<file path="config.mk">
export PLATFORM = sky130hd
export DESIGN_NAME = counter_bank
export DESIGN_NICKNAME = d
export VERILOG_FILES = /design/src/rtl/counter_bank.sv
export SDC_FILE = /design/constraint.sdc
export NUM_CORES = 1
export LEC_CHECK = 0
export ABC_AREA = 0
export BUFFER_PORTS_ARGS = -buffer_cell sky130_fd_sc_hd__buf_2
export CORE_MARGIN = 2
export CORE_UTILIZATION = 35
export CTS_BUF_LIST = sky130_fd_sc_hd__clkbuf_8
export DETAILED_ROUTE_END_ITERATION = 7
export RECOVER_POWER = 50
export SETUP_SLACK_MARGIN = 0.5
export SLEW_MARGIN = 15
export SYNTH_ARGS = -nofsm -noshare
export SYNTH_HDL_FRONTEND = slang
export SYNTH_SLANG_ARGS = --single-unit
</file>
<file path="constraint.sdc">
create_clock -name clk -period 5.6 [get_ports clk]
set_input_delay 0.56 -clock clk [delete_from_list [all_inputs] [get_ports clk]]
set_output_delay 0.56 -clock clk [all_outputs]
set_load 0.05 [all_outputs]
</file>
<file path="src/rtl/counter_bank.sv">
// Bank of CHANNELS up/down counters with per-channel limit, load, wrap/saturate, terminal-count pulse and sticky overflow.
// Requests sampled on posedge show on q/tc/ovf one cycle later; no backpressure, every request is taken on its edge.
module counter_bank #(
  parameter int               WIDTH    = 32,
  parameter int               CHANNELS = 4,
  parameter bit               SATURATE = 1'b0,
  parameter logic [WIDTH-1:0] PRESET   = '0
) (
  input  logic                      clk,
  input  logic                      resetn,
  input  logic [CHANNELS-1:0]       inc,
  input  logic [CHANNELS-1:0]       dec,
  input  logic [CHANNELS-1:0]       load,
  input  logic [WIDTH-1:0]          load_val,
  input  logic [CHANNELS*WIDTH-1:0] limit,
  input  logic [CHANNELS-1:0]       clr_flags,
  output logic [CHANNELS*WIDTH-1:0] q,
  output logic [CHANNELS-1:0]       tc,
  output logic [CHANNELS-1:0]       ovf
);

  localparam logic [WIDTH-1:0] ONE = WIDTH'(1);

  logic [CHANNELS-1:0][WIDTH-1:0] cnt_q, cnt_d, lim;
  logic [CHANNELS-1:0]            tc_q, tc_d, ovf_q, ovf_d, evt;

  assign lim = limit;

  always_comb begin
    cnt_d = cnt_q;
    evt   = '0;
    for (int i = 0; i < CHANNELS; i++) begin
      if (load[i]) begin
        cnt_d[i] = (load_val > lim[i]) ? lim[i] : load_val;
      end else if (inc[i] && !dec[i]) begin
        // >= rather than == so a counter stranded above a lowered limit still terminates
        if (cnt_q[i] >= lim[i]) begin
          evt[i]   = 1'b1;
          cnt_d[i] = SATURATE ? lim[i] : '0;
        end else begin
          cnt_d[i] = cnt_q[i] + ONE;
        end
      end else if (dec[i] && !inc[i]) begin
        if (cnt_q[i] == '0) begin
          evt[i]   = 1'b1;
          cnt_d[i] = SATURATE ? '0 : lim[i];
        end else begin
          cnt_d[i] = cnt_q[i] - ONE;
        end
      end
    end
    tc_d  = evt;
    // a new event outranks a clear on the same edge
    ovf_d = (ovf_q & ~clr_flags) | evt;
  end

  always_ff @(posedge clk or negedge resetn) begin
    if (!resetn) begin
      cnt_q <= {CHANNELS{PRESET}};
      tc_q  <= '0;
      ovf_q <= '0;
    end else begin
      cnt_q <= cnt_d;
      tc_q  <= tc_d;
      ovf_q <= ovf_d;
    end
  end

  assign q   = cnt_q;
  assign tc  = tc_q;
  assign ovf = ovf_q;

endmodule
</file>
# Word-level counts from Yosys, hierarchy flattened

Cells that the tools add are included.

$add $sub $neg: 8
$lt $le $gt $ge: 8
Muxes and demuxes: 44
Bitwise gates (word level): 3
Reductions and logical operators: 24

Operator list:

| cell                                                | count |
|---|---|
| 2-to-1 mux 32 bit                                   | 24 |
| adder 32 x 1 -> 32 bit (second input constant)      | 4 |
| >= comparator 32 bit                                | 4 |
| > comparator 32 bit                                 | 4 |
| zero test 32 bit                                    | 4 |
| subtractor 32 x 1 -> 32 bit (second input constant) | 4 |
| 2-to-1 mux 1 bit                                    | 20 |
| nonzero test 3 bit                                  | 4 |
| logical AND 1 bit                                   | 8 |
| zero test 1 bit                                     | 8 |
| bitwise AND 4 bit                                   | 1 |
| inverter 4 bit                                      | 1 |
| bitwise OR 4 bit                                    | 1 |

Register bits after elaboration: 136
Output and inout port bits: 136
Word-level logic and storage cells: 93

# Logic depth before layout (Yosys ltp)

Word-level depth: 6
Gate-level depth with buffers: 12
Depth with buffers taken out: 10

# Worst setup path after synthesis

OpenSTA, ideal clock, no wires.

Path kind: reg-to-reg
From: register cnt_q (netlist bit q[96])
To: register cnt_q (netlist bit q[103])
Arrival: 3.353 ns
Required time: 5.513 ns
Slack: 2.160 ns
Stages on the path, launching flop included: 12
Path buffers: 1
Clock period less this slack: 3.440 ns
Cell sequence: dfrtp_1 -> inv_1 -> ha_1 -> nand2b_1 -> a2111o_1 -> a221oi_1 -> o22ai_1 -> nor3_1 -> clkbuf_1 -> nand2_1 -> a311o_1 -> o211ai_1

Word-level cells in the longest chain between the ends: 5
Elaborated cells on any way between the ends: 9

Ends and longest elaborated chain:

| item                                                            | RTL line | RTL |
|---|---|---|
| from (decl)                                                     | 24       | `logic [CHANNELS-1:0][WIDTH-1:0] cnt_q, cnt_d, lim;` |
| from (signal assigned)                                          | 59       | `cnt_q <= {CHANNELS{PRESET}};` |
| from (signal assigned)                                          | 63       | `cnt_q <= cnt_d;` |
| subtractor 32 x 1 -> 32 bit or zero test 32 bit (tied branches) | 48, 44   |  |
| 2-to-1 mux 32 bit                                               | 44       | `if (cnt_q[i] == '0) begin` |
| 2-to-1 mux 32 bit                                               | 43       | `end else if (dec[i] && !inc[i]) begin` |
| 2-to-1 mux 32 bit *                                             | 35       | `end else if (inc[i] && !dec[i]) begin` |
| 2-to-1 mux 32 bit *                                             | 33       | `if (load[i]) begin` |

Every way passes the cells marked *; elsewhere a longest branch is shown, timed or not. The select of a mux whose other input is x is not followed.
A chain may end at the register's enable or synchronous reset.

# Final worst setup path

From: register cnt_q (netlist bit q[7])
To: register cnt_q (netlist bit q[3])

Word-level cells in the longest chain between the ends: 5
Elaborated cells on any way between the ends: 7

Ends and longest elaborated chain:

| item                                                                         | RTL line |
|---|---|
| parallel branches: the longest is 3 deep, another holds >= comparator 32 bit | -- |
| 2-to-1 mux 32 bit *                                                          | 35 |
| 2-to-1 mux 32 bit *                                                          | 33 |

Every way passes the cells marked *. The select of a mux whose other input is x is not followed.

==> flow_metrics.tcl <==
set metrics [dict create \
    coreArea_mm2 0.0588 \
    synth-seq-cells 136 \
    p_int_mw 2.53 \
    ys_warn_count 0 \
    numClockSinks 136 \
    min_path_type "primary input to flip-flop" \
    final_common_cell "a21oi_1" \
    crit_fanout 24 \
    status "finished, violations left" \
    vias_per_cell 6.21 \
    synth-adder-area-share 0.162 \
    cts_hold_buf 1 \
    synth_edf_count 0 \
    drt_iter0_drc 2989 \
    start_util 0.353 \
    dr.pass1.iters 6 \
    power.total_mw 5.44 \
    pin_count 314 \
    port_buffers 313 \
    rows 89 \
    finish.utilization 0.394 \
    maxCapViolations 1 \
    netlist_area_mm2 0.0207 \
    cts-root-buf "clkbuf_8" \
    arrival_ps 4600 \
    max_freq_mhz 248 \
    final_nets 3500 \
    clk_path_buf_depth 2 \
    drcViolationCount 0 \
    async_reset_ff_frac 1.00 \
    grt_pass1_wl_um 138000 \
    setup-tns-final_ps 0 \
    rsz0062_at_grt "no" \
    hold_slack_ps 131 \
    setup_ws_ps 1560 \
    start_kind "flip-flop" \
    drive_gt1_frac 0.120 \
    syn_to_final_growth_pct 11.8 \
    muxShareOfSynthArea 0.0302 \
    seq_power_share 0.304 \
    routedWlPerCell_um 24.2 \
    synth_cell_types 79 \
    synth_top_family_by_area "compound AO/OA/AOI/OAI gates" \
    overflow 0 \
    final_cells 3844 \
    dieWidth_um 247 \
    htree_levels 4 \
    timing.final.max_slew_violations 54 \
    timing.slew.headroom -1.37 \
    final_cell_mix "a21oi_1 (274), ha_1 (268), nor2_1 (244), buf_2 (244), nand2_1 (227)" \
    routed_wl_um 93100 \
    postLayoutCellArea_mm2 0.0232 \
    path_clk_slew_ps 110 \
    synth_xor_area_frac 0.0401 \
    tightest_slew_ps 3550 \
    final_antenna_net_count 0 \
    cts_tree "done" \
    dieArea_mm2 0.0612 \
    violations "max-capacitance violations, max-slew violations" \
    grt_max_degree 62 \
    synthSimpleGateAreaFrac 0.250 \
    p_per_area_mw_per_mm2 235 \
    gp_congestion 0.942 \
    combPwrFrac 0.515 \
    cts-buffers-inserted 17 \
    synth_cells 2880 \
    criticalPathCategory "flip-flop to flip-flop" \
    finClkSkew_ps 21.8 \
    pre_cts_ws_ps 1500 \
    hpwl_um 68300 \
    p_switching_mw 2.91 \
    dieHeight_um 247 \
    yosys_most_used_dff "dfrtp_1" \
    clk_latency_ps 610 \
    ys_seq_area_frac 0.164 \
    syn_area_per_cell_um2 7.20 \
    cts_resized 0 \
    dp_cells 3807 \
    hold_violations 0 \
    syn-num-nets 3326 \
    cp-end-kind "flip-flop" \
    synth_compound_area_frac 0.281 \
    place_area_mm2 0.0228 \
    antenna_found_initial 5 \
    cp.required_ps 6160 \
    peakVddDrop_mv 0.200 \
    finalSetupViolCount 0 \
    fin_crit_ps 4040 \
    finalCritPeriodShare 0.721 \
    leakage_nw 10.0 \
    grt_pass1_vias 21800 \
    p_clk_frac 0.181 \
    vias 23900 \
    postCtsSetupBuffers 0 \
    p_sw_frac 0.534 \
    grt_use_total 0.297 \
]
==> worst max-delay path: stages, from the launching register on <==
cell	delay, ps
dfrtp_1	540
nor3_1	680
nand4_1	560
or4_1	1020
buf_4	380
nand4_1	120
o21ai_0	100
a211oi_1	400
a221o_1	170
==> cell families (layout without fill, tap and decap cells) <==
family,after synthesis,after routing
muxes,60,60
DFF,136,136
AOI/OAI and AO/OA,902,902
buffers and inverters,387,574
other,0,4
and+or+nand+nor,1032,1032
adders and majority gates,268,268
xor gates and xnor gates,95,95
==> synth_stat cells, types with 14 or more instances <==
cell type	count	share of area
a21oi_1	274	0.066
ha_1	268	0.16
nor2_1	245	0.044
nand2_1	227	0.041
inv_1	192	0.035
o21ai_0	178	0.043
clkbuf_1	172	0.031
dfrtp_1	136	0.16
nand3_1	107	0.026
nor3_1	106	0.026
xnor2_1	72	0.030
nand4_1	71	0.021
a211oi_1	60	0.022
nor4_1	57	0.017
a21o_1	48	0.017
o211ai_1	48	0.017
or3_1	48	0.014
a31oi_1	45	0.014
mux2i_1	39	0.019
and3_1	33	0.010
a221oi_1	32	0.014
a22oi_1	27	0.0098
nor2b_1	23	0.0069
o31ai_1	23	0.0083
xor2_1	23	0.0097
a32oi_1	21	0.0089
mux2_2	21	0.011
nand2b_1	21	0.0063
or4_1	21	0.0076
and4_1	18	0.0076
buf_2	14	0.0034
==> state kept, by name, indices dropped and copies added, names as in the netlist <==
name  flops
tc        4
q       128
ovf       4
==> path summary, 6_finish.rpt <==
kind	from	end	slack [ps]	cells after the start
worst max register to register	q[7]	q[3]	1560	8
worst min-delay path	clr_flags[2]	ovf[2]	130	2
worst max-delay path	q[7]	q[3]	1560	8
max in group asynchronous	resetn	q[8]	1750	3
min in group asynchronous	resetn	q[59]	1720	2
worst min register to register	ovf[3]	ovf[3]	480	1
==> cell type report <==
cell class / instances / area, µm²
clock inverter: 11 / 129
tap: 773 / 967
clock buffer: 21 / 289
sequential: 136 / 3400
inverter: 193 / 724
antenna: 4 / 10.0
timing repair buffer: 349 / 1750
fill: 6306 / 35600
multi-input combinational: 2357 / 15900
==> metal layers <==
metal / share of wire / GRT usage / vias up
li1: - / - / 11200
met1: 0.43 / 0.403 / 11200
met2: 0.42 / 0.430 / 1276
met3: 0.088 / 0.0564 / 244
met4: 0.067 / 0.187 / 2
met5: 0.00014 / 0 / -
==> power by group through the flow <==
stage / Clock (mW) / Combinational [mW] / Sequential, mW
final: 0.983 / 2.81 / 1.65
after global routing: 1.03 / 3.06 / 1.69
after CTS: 0.996 / 2.80 / 1.63
after detailed placement: 0 / 2.79 / 1.65
after global placement: 0 / 2.77 / 1.66
after floorplan: 0 / 1.58 / 1.94
Note: power is estimated with default switching activity, not from simulation.
